## src/rtl/diff_codec.sv

```systemverilog
// Differential symbol encoder/decoder on AXI-Stream with a 2-entry output buffer.
// Optional Gray-coded symbol mapping is enabled by defining DIFF_CODEC_GRAY_EN.
module diff_codec #(
    parameter int C_S00_AXIS_TDATA_WIDTH = 32,
    parameter int C_M00_AXIS_TDATA_WIDTH = 32,
    parameter int BITS_PER_SYM           = 1,
    parameter int REF_INIT               = 0,
    parameter int RESET_ON_LAST          = 1
) (
    input  logic                                  s00_axis_aclk,
    input  logic                                  s00_axis_aresetn,
    input  logic                                  mode,
    input  logic                                  s00_axis_tvalid,
    output logic                                  s00_axis_tready,
    input  logic                                  s00_axis_tlast,
    input  logic [C_S00_AXIS_TDATA_WIDTH-1:0]     s00_axis_tdata,
    input  logic [C_S00_AXIS_TDATA_WIDTH/8-1:0]   s00_axis_tstrb,
    output logic                                  m00_axis_tvalid,
    input  logic                                  m00_axis_tready,
    output logic                                  m00_axis_tlast,
    output logic [C_M00_AXIS_TDATA_WIDTH-1:0]     m00_axis_tdata,
    output logic [C_M00_AXIS_TDATA_WIDTH/8-1:0]   m00_axis_tstrb,
    output logic [31:0]                           sym_count,
    output logic [15:0]                           frame_count
);

    localparam int K = BITS_PER_SYM;
    localparam logic [K-1:0] REF_SYM = REF_INIT[K-1:0];

    logic [K-1:0] ref_sym;
    logic [K-1:0] head_y;
    logic [K-1:0] skid_y;
    logic         head_last;
    logic         skid_last;
    logic [1:0]   count;

    logic         in_hs;
    logic         pop;
    logic [K-1:0] x_bin;
    logic [K-1:0] y_bin;
    logic [K-1:0] y_sym;
    logic [K-1:0] ref_next;

    logic unused_in;
    assign unused_in = ^{s00_axis_tstrb, s00_axis_tdata[C_S00_AXIS_TDATA_WIDTH-1:K]};

`ifdef DIFF_CODEC_GRAY_EN
    function automatic logic [K-1:0] gray_to_bin(input logic [K-1:0] g);
        logic [K-1:0] b;
        b[K-1] = g[K-1];
        for (int i = K - 2; i >= 0; i--) begin
            b[i] = b[i+1] ^ g[i];
        end
        return b;
    endfunction

    function automatic logic [K-1:0] bin_to_gray(input logic [K-1:0] b);
        return b ^ (b >> 1);
    endfunction
`endif

    // ref is always held in binary; Gray mapping only touches the symbol edges
    always_comb begin
        x_bin    = s00_axis_tdata[K-1:0];
`ifdef DIFF_CODEC_GRAY_EN
        x_bin    = gray_to_bin(s00_axis_tdata[K-1:0]);
`endif
        y_bin    = x_bin - ref_sym;
        ref_next = x_bin;
        if (mode) begin
            y_bin    = ref_sym + x_bin;
            ref_next = y_bin;
        end
        y_sym    = y_bin;
`ifdef DIFF_CODEC_GRAY_EN
        y_sym    = bin_to_gray(y_bin);
`endif
    end

    assign s00_axis_tready = s00_axis_aresetn & (count != 2'd2);
    assign in_hs           = s00_axis_tvalid & s00_axis_tready;
    assign pop             = (count != 2'd0) & m00_axis_tready;

    assign m00_axis_tvalid = (count != 2'd0);
    assign m00_axis_tlast  = head_last;
    assign m00_axis_tdata  = {{(C_M00_AXIS_TDATA_WIDTH-K){1'b0}}, head_y};
    assign m00_axis_tstrb  = '1;

    always_ff @(posedge s00_axis_aclk) begin
        if (!s00_axis_aresetn) begin
            ref_sym     <= REF_SYM;
            head_y      <= '0;
            head_last   <= 1'b0;
            skid_y      <= '0;
            skid_last   <= 1'b0;
            count       <= 2'd0;
            sym_count   <= 32'd0;
            frame_count <= 16'd0;
        end else begin
            if (in_hs) begin
                sym_count <= sym_count + 32'd1;
                if (s00_axis_tlast) begin
                    frame_count <= frame_count + 16'd1;
                end
                if (s00_axis_tlast && (RESET_ON_LAST != 0)) begin
                    ref_sym <= REF_SYM;
                end else begin
                    ref_sym <= ref_next;
                end
            end

            // head is the visible output entry, skid holds the second entry
            case (count)
                2'd0: begin
                    if (in_hs) begin
                        head_y    <= y_sym;
                        head_last <= s00_axis_tlast;
                        count     <= 2'd1;
                    end
                end
                2'd1: begin
                    if (in_hs && pop) begin
                        head_y    <= y_sym;
                        head_last <= s00_axis_tlast;
                    end else if (in_hs) begin
                        skid_y    <= y_sym;
                        skid_last <= s00_axis_tlast;
                        count     <= 2'd2;
                    end else if (pop) begin
                        count     <= 2'd0;
                    end
                end
                default: begin
                    if (pop) begin
                        head_y    <= skid_y;
                        head_last <= skid_last;
                        count     <= 2'd1;
                    end
                end
            endcase
        end
    end

endmodule
```

## config.mk

```make
export PLATFORM = sky130hd
export DESIGN_NAME = diff_codec
export DESIGN_NICKNAME = d
export VERILOG_FILES = /design/src/rtl/diff_codec.sv
export SDC_FILE = /design/constraint.sdc
export NUM_CORES = 1
export LEC_CHECK = 0
export ABC_AREA = 1
export CAP_MARGIN = 20
export CORE_UTILIZATION = 44
export CTS_BUF_LIST = sky130_fd_sc_hd__clkbuf_16
export CTS_CLUSTER_SIZE = 24
export DETAILED_ROUTE_END_ITERATION = 12
export PLACE_DENSITY_LB_ADDON = 0.12
export SYNTH_ARGS = -nofsm -noshare
export SYNTH_HDL_FRONTEND = slang
export SYNTH_SLANG_ARGS = --single-unit
```

## constraint.sdc

```tcl
create_clock -name s00_axis_aclk -period 1.8 [get_ports s00_axis_aclk]
set_input_delay 0.54 -clock s00_axis_aclk [delete_from_list [all_inputs] [get_ports s00_axis_aclk]]
set_output_delay 0.54 -clock s00_axis_aclk [all_outputs]
set_load 0.05 [all_outputs]
```

; After elaboration in Yosys (flattened, before gate mapping)
; Cells that the tools add are included.
[word_totals]
output_inout_bits = 87
inputBits = 42
register_bits = 55
[classes]
eq_ne = 6
bitwise_logic = 4
reduce_logical = 8
addsub = 4
n_mux = 17
[ops]
columns = operator, count
row1 = "adder 32 x 1 -> 32 bit, second input constant", 1
row2 = "adder 16 x 1 -> 16 bit, second input constant", 1
row3 = two-way mux 2 bit, 5
row4 = two-way mux 1 bit, 9
row5 = "inequality test 2 bit, second input constant", 4
row6 = AND reduction 3 bit, 2
row7 = case mux 1 bit (2 select lines), 2
row8 = case mux 2 bit (2 select lines), 1
row9 = AND reduction 4 bit, 1
row10 = bitwise AND 1 bit, 3
row11 = "inequality test 3 bit, second input constant", 1
row12 = nonzero test 3 bit, 1
row13 = "equality test 2 x 1 -> 1 bit, second input constant", 1
row14 = zero test 2 bit, 1
row15 = AND reduction 2 bit, 1
row16 = nonzero test 2 bit, 1
row17 = adder 1 bit, 1
row18 = logical AND 1 bit, 1
row19 = inverter 1 bit, 1
row20 = subtractor 1 bit, 1

; Longest topological paths before layout
[logic_depth]
depth_word = 6
mapped_depth = 9
ltp_nobuf = 9

; Worst setup path before layout
; OpenSTA, ideal clock, no wires.
[synth_timing]
path_kind = input to register
from = input s00_axis_aresetn
to = register frame_count[8]
arrival_time_ps = 1904
required_time_ps = 1684
setup_slack_ps = -220
stages = 8
n_path_buf = 1
setup_ps = 116
cell_sequence = buf_6 inv_2 a21oi_2 nand3_2 nor3_1 nand2_1 nand2_1 nor2_1
[synth_between]
elab_chain_cells = 3
[synth_rtl]
columns = item, line_no
row1 = "start, declared", 11  ; input logic s00_axis_aresetn,
row2 = bitwise AND 1 bit, 80  ; assign s00_axis_tready = s00_axis_aresetn & (count != 2'd2);
row3 = named net s00_axis_tready, 14  ; output logic s00_axis_tready,
row4 = bitwise AND 1 bit, 81  ; assign in_hs = s00_axis_tvalid & s00_axis_tready;
row5 = AND reduction 2 bit (no source line), --
row6 = "end signal, assigned", 103  ; frame_count <= frame_count + 16'd1;
row7 = "end, declared", 24  ; output logic [15:0] frame_count
; The timed path passes the listed nets, and every way through them passes these cells.
; A chain may end at the register's enable or synchronous reset.

; Worst setup path in the final report
[layout_timing]
from = register count[1]
to = output m00_axis_tvalid
[layout_between]
elab_chain_cells = 1
[layout_rtl]
columns = item, line_no
row1 = "start, declared", 35  ; logic [1:0] count;
row2 = "start signal, assigned", 96  ; count <= 2'd0;
row3 = "start signal, assigned", 118  ; count <= 2'd1;
row4 = "start signal, assigned", 128  ; count <= 2'd2;
row5 = nonzero test 2 bit, 84  ; assign m00_axis_tvalid = (count != 2'd0);
row6 = "end, declared", 18  ; output logic m00_axis_tvalid,
; No other way between the ends.

==> qor.yml <==
clock_tree:
  clock_latency_ps: 290
  cts_tree: "yes"
  cts_inserted_buffers: 5
  root_buffer: "clkbuf_16"
  htreeDepth: 2
  hold_buffers: 0
  clk_path_buf_depth: 2
  clk_pin_slew_worst_paths_ps: 70
  cts.sinks: 55
route:
  post_drt_via_cell_ratio: 4.72
  drtIter0Drc: 151
  wl_per_cell_um: 11.0
  route.detailed.drc: 0
  drt-total-wl_mm: 7.28
  ant_nets: 0
  vias: 3132
  firstDrtPassIters: 4
final_layout:
  n_antenna_cell: 0
  drive_gt1_frac: 0.187
  multi_input_area_um2: 1700
  finalNetCount: 611
  num-fill-cells: 599
  regArea_um2: 1100
  final_cell_area_um2: 4560
  syn2layout_area_growth_pct: 41.9
critical_path:
  critPathSlowestCell: "dfxtp_2"
  critPathMaxFanout: 9
  path_delay_family: "buffers and inverters"
  cp_data_required_time_ps: 1260
  worst_path_largest_cell_delay_ps: 350
  worstSetupPathType: "flop to output port"
  cp-start-kind: "flop"
  crit_chain: "buf_4 > nor2_1 > inv_1 > buf_12"
  path_depth: 4
  r2r_cells: 8
  worstSetupEndpointType: "output port"
  cp.buffers_inverters: 3
  worstPathArrival_ps: 1180
synthesis:
  synth_most_common_cell: "nand2_1"
  ys_types: 39
  ys_warn_count: 0
  synth_area_um2: 3210
  synth_top_cell_by_area: "dfxtp_1"
  ys_ff_latch: 55
  yosys-top-cells-count: "105 x nand2_1, 83 x nor2_1, 61 x inv_1"
  synth-edff-count: 0
  yosysTopAreaCellShare: 0.343
  async_flop_share: 0
  synth_area_leaders: "dfxtp_1 34%, nand2_1 12%, nor2_1 9.7%"
  synth_ff_type: "dfxtp_1"
  post_synth_inst_count: 487
  postSynthAreaPerCell_um2: 6.60
  ys_seq_area_frac: 0.343
grt:
  grt_max_degree: 23
  grt_remaining_overflow: 0
  grt_usage: 0.199
  grt_pass1_vias: 2805
  grt_pass1_wl_mm: 12.2
  antenna_found_initial: 0
floorplan:
  die_y_um: 87.5
  io-pin-count: 129
  initial_core_util: 0.465
  chipWidth_um: 87.5
  core-area_um2: 6910
  row_count: 30
  die-area_um2: 7650
sta:
  final-setup-viol-count: 0
  max_freq_mhz: 582
  fin_crit_sh: 0.955
  finalCriticalPeriod_ps: 1720
  hold_violations: 0
  slew_viol_final: 0
  rsz0062_at_grt: "no"
  finalSetupTns_ps: 0
  fin_skew_ps: 8.76
worst_hold_path:
  hold_path_depth: 2
  hold_class: "flop to flop"
power_and_ir_drop:
  power.total_w: 0.00258
  p_leak_nw: 1.88
  power_density_nw_per_um2: 567
  vdd.ir_drop.worst_v: 0.000347
job:
  maxCapViolCount: 0
placed_design:
  port-buffer-count: 58
  place_area_um2: 4400
  hpwl_mm: 5.65
  place_congestion: 0.836
run_status:
  status: "finished, final reports clean"
[metrics by stage]
stage / hold slack, ps / util / worst slack, ps / instances
after global routing: 517 / 0.660 / 23.0 / 663
after CTS: 488 / 0.657 / 19.8 / 662
after detailed placement: 475 / 0.638 / -381 / 655
after floorplan: 459 / - / 23.4 / 520
after global placement: 471 / 0.638 / -351 / 655
final: 489 / 0.660 / 81.8 / 663
[registers in the layout, summed over array words and instances (netlist names)]
name,count
ref_sym,1
frame_count,16
m00_axis_tlast,1
head_y,1
skid_last,1
count,2
skid_y,1
sym_count,32
[report_power, final]
part           switching, W  total (W)  leakage [nW]  internal, W
combinational      0.000295   0.000394          1.37    0.0000983
sequential        0.0000105    0.00124         0.445      0.00123
clock              0.000441   0.000951        0.0677     0.000510
[layout make-up]
class	count	area share
multi-input cells	359	0.372
repair buffers	84	0.278
flip-flops and latches	55	0.242
inverters	62	0.0510
clock buffers	5	0.0274
well taps	96	0.0263
clock inverters	2	0.00274
[placed cells by master, fill, tap and decap left out, types with 2 or more instances in the layout]
cell type / synthesis / routed
nor3_2: 1 / 2
buf_4: 37 / 28
nor2_4: 3 / 3
clkbuf_16: 0 / 5
dfxtp_1: 55 / 53
xor2_1: 3 / 3
o21bai_1: 3 / 3
nand3_4: 1 / 2
conb_1: 2 / 35
nand3b_1: 2 / 2
nand3_1: 26 / 26
nor3b_1: 2 / 2
o21a_1: 4 / 4
nor2_1: 83 / 82
buf_12: 0 / 50
dfxtp_2: 0 / 2
clkdlybuf4s50_1: 0 / 4
nor2_2: 5 / 6
nand2_1: 105 / 105
o21ai_0: 17 / 17
ha_1: 2 / 2
a21oi_1: 23 / 23
nand4_1: 16 / 16
inv_1: 61 / 61
nor3_1: 15 / 14
[repair_timing]
| action | in CTS | in global routing |
|---|---|---|
| resized for setup | 1 | 7 |
| setup buffers | 0 | 1 |
| endpoints found under the setup margin | 23 | 20 |
| pin swaps | 0 | 1 |
[logic make-up after synthesis]
logic type                 after synthesis  share of synthesized area
other                                    2                    0.00234
xor gates and xnor gates                 4                     0.0109
and+or+nand+nor                        265                      0.369
adders and majority gates                2                    0.00779
buffers and inverters                  106                      0.175
AOI/OAI and AO/OA                       53                     0.0923
DFF                                     55                      0.343
[per-layer routing]
| layer | vias up | track usage | part of all wire |
|---|---|---|---|
| met2 | 90 | 0.355 | 0.49 |
| met3 | 7 | 0.0275 | 0.041 |
| li1 | 1644 | - | - |
| met4 | 0 | 0.0611 | 0.011 |
| met5 | - | 0 | 0 |
| met1 | 1391 | 0.248 | 0.46 |
[tightest hold or removal path, cell delays in order, from the launching register on]
cell     delay (ps)
dfxtp_1         320
nand3_1          80
nand2_1          50
[path summary, 6_finish.rpt]
kind                                                start                         end  slack (ps)
worst max-delay path                count[1]$_SDFFE_PN0P_             m00_axis_tvalid          80
worst min-delay path                 ref_sym$_SDFFE_PN0N_        ref_sym$_SDFFE_PN0N_         490
worst max register to register  sym_count[0]$_SDFFE_PN0N_  sym_count[14]$_SDFFE_PN0N_         140
worst min register to register       ref_sym$_SDFFE_PN0N_        ref_sym$_SDFFE_PN0N_         490
Power figures use the tool's default switching activity.
